File: config.mk
export PLATFORM = sky130hd
export DESIGN_NAME = hazard_issue_ctrl
export DESIGN_NICKNAME = d
export VERILOG_FILES = /design/src/rtl/hazard_issue_ctrl.sv
export SDC_FILE = /design/constraint.sdc
export NUM_CORES = 1
export LEC_CHECK = 0
export BUFFER_PORTS_ARGS = -buffer_cell sky130_fd_sc_hd__buf_2
export CORE_MARGIN = 2
export CORE_UTILIZATION = 50
export CTS_BUF_LIST = sky130_fd_sc_hd__clkbuf_4
export DETAILED_ROUTE_END_ITERATION = 10
export GPL_TIMING_DRIVEN = 1
export PLACE_DENSITY = 0.7
export RECOVER_POWER = 25
export REMOVE_ABC_BUFFERS = 1
export SETUP_SLACK_MARGIN = 0.05
export SYNTH_ARGS = -nofsm -noshare
export SYNTH_HDL_FRONTEND = slang
export SYNTH_SLANG_ARGS = --single-unit
File: constraint.sdc
create_clock -name clk -period 3.78 [get_ports clk]
set_input_delay 0.189 -clock clk [delete_from_list [all_inputs] [get_ports clk]]
set_output_delay 0.189 -clock clk [all_outputs]
set_load 0.01 [all_outputs]
File: src/rtl/hazard_issue_ctrl.sv
// Issue controller between IF_ID and ID_EX: per-register writeback countdown scoreboard for
// RAW stalls, plus jump serialisation (hold until EX resolves, then flush wrong-path fetches).
module hazard_issue_ctrl #(
   parameter int WB_LATENCY   = 3,
   parameter int FLUSH_CYCLES = 2
) (
   input  logic        clk,
   input  logic        reset,
   input  logic        id_valid,
   input  logic [4:0]  id_rs1_addr,
   input  logic        id_rs1_rd_en,
   input  logic [4:0]  id_rs2_addr,
   input  logic        id_rs2_rd_en,
   input  logic [4:0]  id_rd_addr,
   input  logic        id_rd_wr_en,
   input  logic        id_is_jump,
   input  logic        ex_jump_done,
   output logic        issue,
   output logic        stall,
   output logic        flush,
   output logic [31:0] busy_mask
);

   // state  | meaning
   // RUN    | normal issue, RAW hazards stall ID
   // JWAIT  | jump issued, issue held until EX redirects the PC
   // FLUSH  | wrong-path fetches marked do_not_execute, fetch proceeds

   localparam int CW = (WB_LATENCY   > 1) ? $clog2(WB_LATENCY + 1)   : 1;
   localparam int FW = (FLUSH_CYCLES > 1) ? $clog2(FLUSH_CYCLES + 1) : 1;

   typedef enum logic [1:0] {
      ST_RUN   = 2'd0,
      ST_JWAIT = 2'd1,
      ST_FLUSH = 2'd2
   } state_t;

   state_t        state;
   logic [FW-1:0] flush_cnt;
   logic [CW-1:0] cnt [1:31];

   logic [31:0]   busy_r;
   logic [31:0]   pend;
   logic          hz;
   logic          issue_c;
   logic          stall_c;
   logic          flush_c;

   // A reader may issue in the writeback cycle itself (cnt == 1), so only
   // counts above one block a dependent instruction.
   always_comb begin
      busy_r = '0;
      pend   = '0;
      for (int r = 1; r < 32; r++) begin
         busy_r[r] = (cnt[r] != '0);
         pend[r]   = (cnt[r] > CW'(1));
      end
   end

   assign hz = (id_rs1_rd_en & pend[id_rs1_addr]) |
               (id_rs2_rd_en & pend[id_rs2_addr]);

   always_comb begin
      issue_c = 1'b0;
      stall_c = 1'b0;
      flush_c = 1'b0;
      if (!reset) begin
         case (state)
            ST_RUN: begin
               issue_c = id_valid & ~hz;
               stall_c = id_valid & hz;
            end
            ST_JWAIT: begin
               stall_c = id_valid;
               flush_c = ex_jump_done;
            end
            ST_FLUSH: begin
               flush_c = 1'b1;
            end
            default: begin
               issue_c = 1'b0;
            end
         endcase
      end
   end

   assign issue     = issue_c;
   assign stall     = stall_c;
   assign flush     = flush_c;
   assign busy_mask = reset ? '0 : busy_r;

   always_ff @(posedge clk) begin
      if (reset) begin
         state     <= ST_RUN;
         flush_cnt <= '0;
         for (int r = 1; r < 32; r++) begin
            cnt[r] <= '0;
         end
      end else begin
         for (int r = 1; r < 32; r++) begin
            if (issue_c && id_rd_wr_en && (id_rd_addr == 5'(r))) begin
               cnt[r] <= CW'(WB_LATENCY);
            end else if (cnt[r] != '0) begin
               cnt[r] <= cnt[r] - CW'(1);
            end
         end

         // flush_cnt holds the flush cycles still owed after the current one;
         // the resolving cycle in JWAIT is the first flush cycle.
         case (state)
            ST_RUN: begin
               if (issue_c && id_is_jump) begin
                  state <= ST_JWAIT;
               end
            end
            ST_JWAIT: begin
               if (ex_jump_done) begin
                  if (FLUSH_CYCLES > 1) begin
                     state     <= ST_FLUSH;
                     flush_cnt <= FW'(FLUSH_CYCLES - 1);
                  end else begin
                     state <= ST_RUN;
                  end
               end
            end
            ST_FLUSH: begin
               if (flush_cnt <= FW'(1)) begin
                  state     <= ST_RUN;
                  flush_cnt <= '0;
               end else begin
                  flush_cnt <= flush_cnt - FW'(1);
               end
            end
            default: begin
               state     <= ST_RUN;
               flush_cnt <= '0;
            end
         endcase
      end
   end

endmodule
==> run summary <==
run status = complete, but fails checks
failing checks = capacitance limit, slew limit
peak supply drop = 320 µV
top cells by area, synth = edfxtp_1 (37%), ha_1 (13%), o31ai_1 (8.3%)
Slew @ Worst Pin = 1860 ps
top cell type's share of synthesized area = 36.6%
share of layout cells above drive strength 1 = 15.4%
H-tree depth = 3
Final Hold Violating Endpoints = 0
Period Utilization, post-route = 91.0%
Clk Latency, worst-skew pair = 440 ps
DR top layer = met4
final core occ = 55.2%
Die Footprint = 11000 µm²
total gr overflow = 0
arrival time worst endpoint = 3250 ps
Cells after Synth = 498
Pleak = 2.14 nW
top post-synthesis cells by count = inv_1 (67), edfxtp_1 (62), o31ai_1 (56)
drt wl/cell = 17.1 µm
unrepaired setup endpoints after global routing = false
Reg clk slew, reported paths = 120 ps
Fin Setup TNS = 0 ps
final standard cell area without fillers = 5420 µm²
post-synthesis sequential area ratio = 38.2%
crit-path max FO = 32
placed cell area = 5380 µm²
Die Y-Extent = 105 µm
Worst Skew = 19.5 ps
die width = 105 µm
core area = 9820 µm²
Reg2Reg Depth = 10
critical path type = reg2out
pin count of the biggest net entering global routing = 51
area of the multi-input gates = 2690 µm²
initial antenna violation count = 0
Post-CTS Setup Bufs = 0
nets@finish = 617
synthesized area = 5080 µm²
Crit. End Element = primary output
I/O pin count = 58
Via-to-Cell Ratio = 5.83
row cnt = 36
Num CTS Buffers = 9
flops & latches, synth = 66
first-pass GRT wire length = 18800 µm
Final ANT Viol Nets = 0
largest area contributor in the netlist = edfxtp_1
RD Place Congestion = 0.842
drt initial violations = 183
Metal-1 WL = 5140 µm
TritonRoute pass-1 iters = 4
TritonCTS clock tree = built
total track usage = 21.9%
synth unique cells = 66
most common flop cell mapped by yosys = edfxtp_1
fill count = 922
wire length on met2 = 5580 µm
Residual DRC = 0
Max-Cap Viols = 1
Required @ worst endpoint = 3590 ps
Post-CTS Resized = 0
Finish-stage setup viols = 0
Port Buffers = 56
Starting Density = 51.8%
top-count cell post-synth = inv_1
Max Slew Vio Count = 47
ANT cells = 0
asr flop ratio synth = 0%
area delta synth->final = 6.57%
CP Launch Type = flip-flop
Root Buffer Master = clkbuf_4
yosys warns = 0
worst hold stages = 5
metal3 WL = 667 µm
register area = 1940 µm²
Clock Sink Count = 66
synthesized area per cell = 10.2 µm²
vias in the first global route = 3772
Fmax = 291 MHz
via count = 3954
Pwr Density = 630 nW/µm²
Routed WL = 11600 µm
detailed placement HPWL = 8520 µm
Max Buffers Root-to-Sink = 2
max_slew headroom = -23.8%
Hold Path Class = in2reg
Post-synth EDFFs = 62
hold_buf cts = 0
minimum clock period = 3440 ps
==> through the flow <==
step	total power [W]	instances	setup WS (ps)	hold slack (ps)
2_1_floorplan	0.00256	470	11.7	258
6_report	0.00341	678	341	281
3_5_place_dp	0.00306	662	569	470
4_1_cts	0.00346	678	442	261
5_1_grt	0.00372	678	194	321
3_3_place_gp	0.00295	662	708	455
==> layer usage <==
metal,track usage [%],up-vias
li1,-,1928
met1,28.4,1895
met2,36.6,114
met3,3.43,17
met4,8.48,0
met5,0,-
==> logic make-up (layout without fill, tap and decap cells) <==
group | Yosys count | count (layout) | synth area share [%]
and+or+nand+nor | 174 | 174 | 21.0
other | 1 | 1 | 0.0738
AOI/OAI and AO/OA | 97 | 97 | 15.0
adders and majority gates | 54 | 54 | 13.3
DFF | 66 | 66 | 38.2
muxes | 10 | 10 | 4.01
buffers and inverters | 96 | 143 | 8.44
==> power by group <==
group / internal, W / switching (W)
Clock: 0.000126 / 0.000277
Combinational: 0.000661 / 0.000914
Sequential: 0.00123 / 0.000206
Total: 0.00201 / 0.00140
==> layout by cell type, fill, tap and decap left out, types with 3 or more instances in the layout <==
cell type  instances
nand3b_1           7
and3_1             3
buf_2             26
nand2_1           16
nand3_2           19
edfxtp_1          62
nand3_1           37
a31oi_1            4
dfxtp_1            4
o32ai_1            3
and3b_1            4
a21oi_1            5
nor3b_1            7
nor2_1            41
nor2b_1           11
inv_1             67
o211ai_1           6
mux4_2             4
o31ai_1           56
mux4_1             3
nand2b_1           5
clkbuf_1          31
clkinv_1           4
ha_1              54
or3b_2             6
clkbuf_4           9
o2bb2ai_1          3
==> critical path: stages, from the launching register on <==
cell	delay (ps)
edfxtp_1	450
inv_1	100
ha_1	170
and4bb_2	220
a211oi_1	240
a2111oi_1	100
or4_1	560
nor4_4	270
buf_4	440
buf_2	230
==> area by class of cell <==
type | instances | share of cell area (%)
timing repair buffer | 59 | 4.83
inverter | 68 | 4.71
clock inverter | 7 | 0.670
tap | 133 | 3.07
sequential | 66 | 35.9
multi-input combinational | 336 | 49.6
clock buffer | 9 | 1.25
==> flip-flops by register name, summed over array words and instances, names as in the netlist <==
register   cells
state          2
cnt           62
flush_cnt      2
==> worst paths after layout <==
path                      from           end  slack [ps]
setup / recovery     cnt[0][3]         issue         340
hold / removal    ex_jump_done  flush_cnt[0]         280
setup reg to reg     cnt[0][3]    cnt[0][39]         390
hold reg to reg   flush_cnt[0]  flush_cnt[0]         480
(Power assumes the default switching activity.)
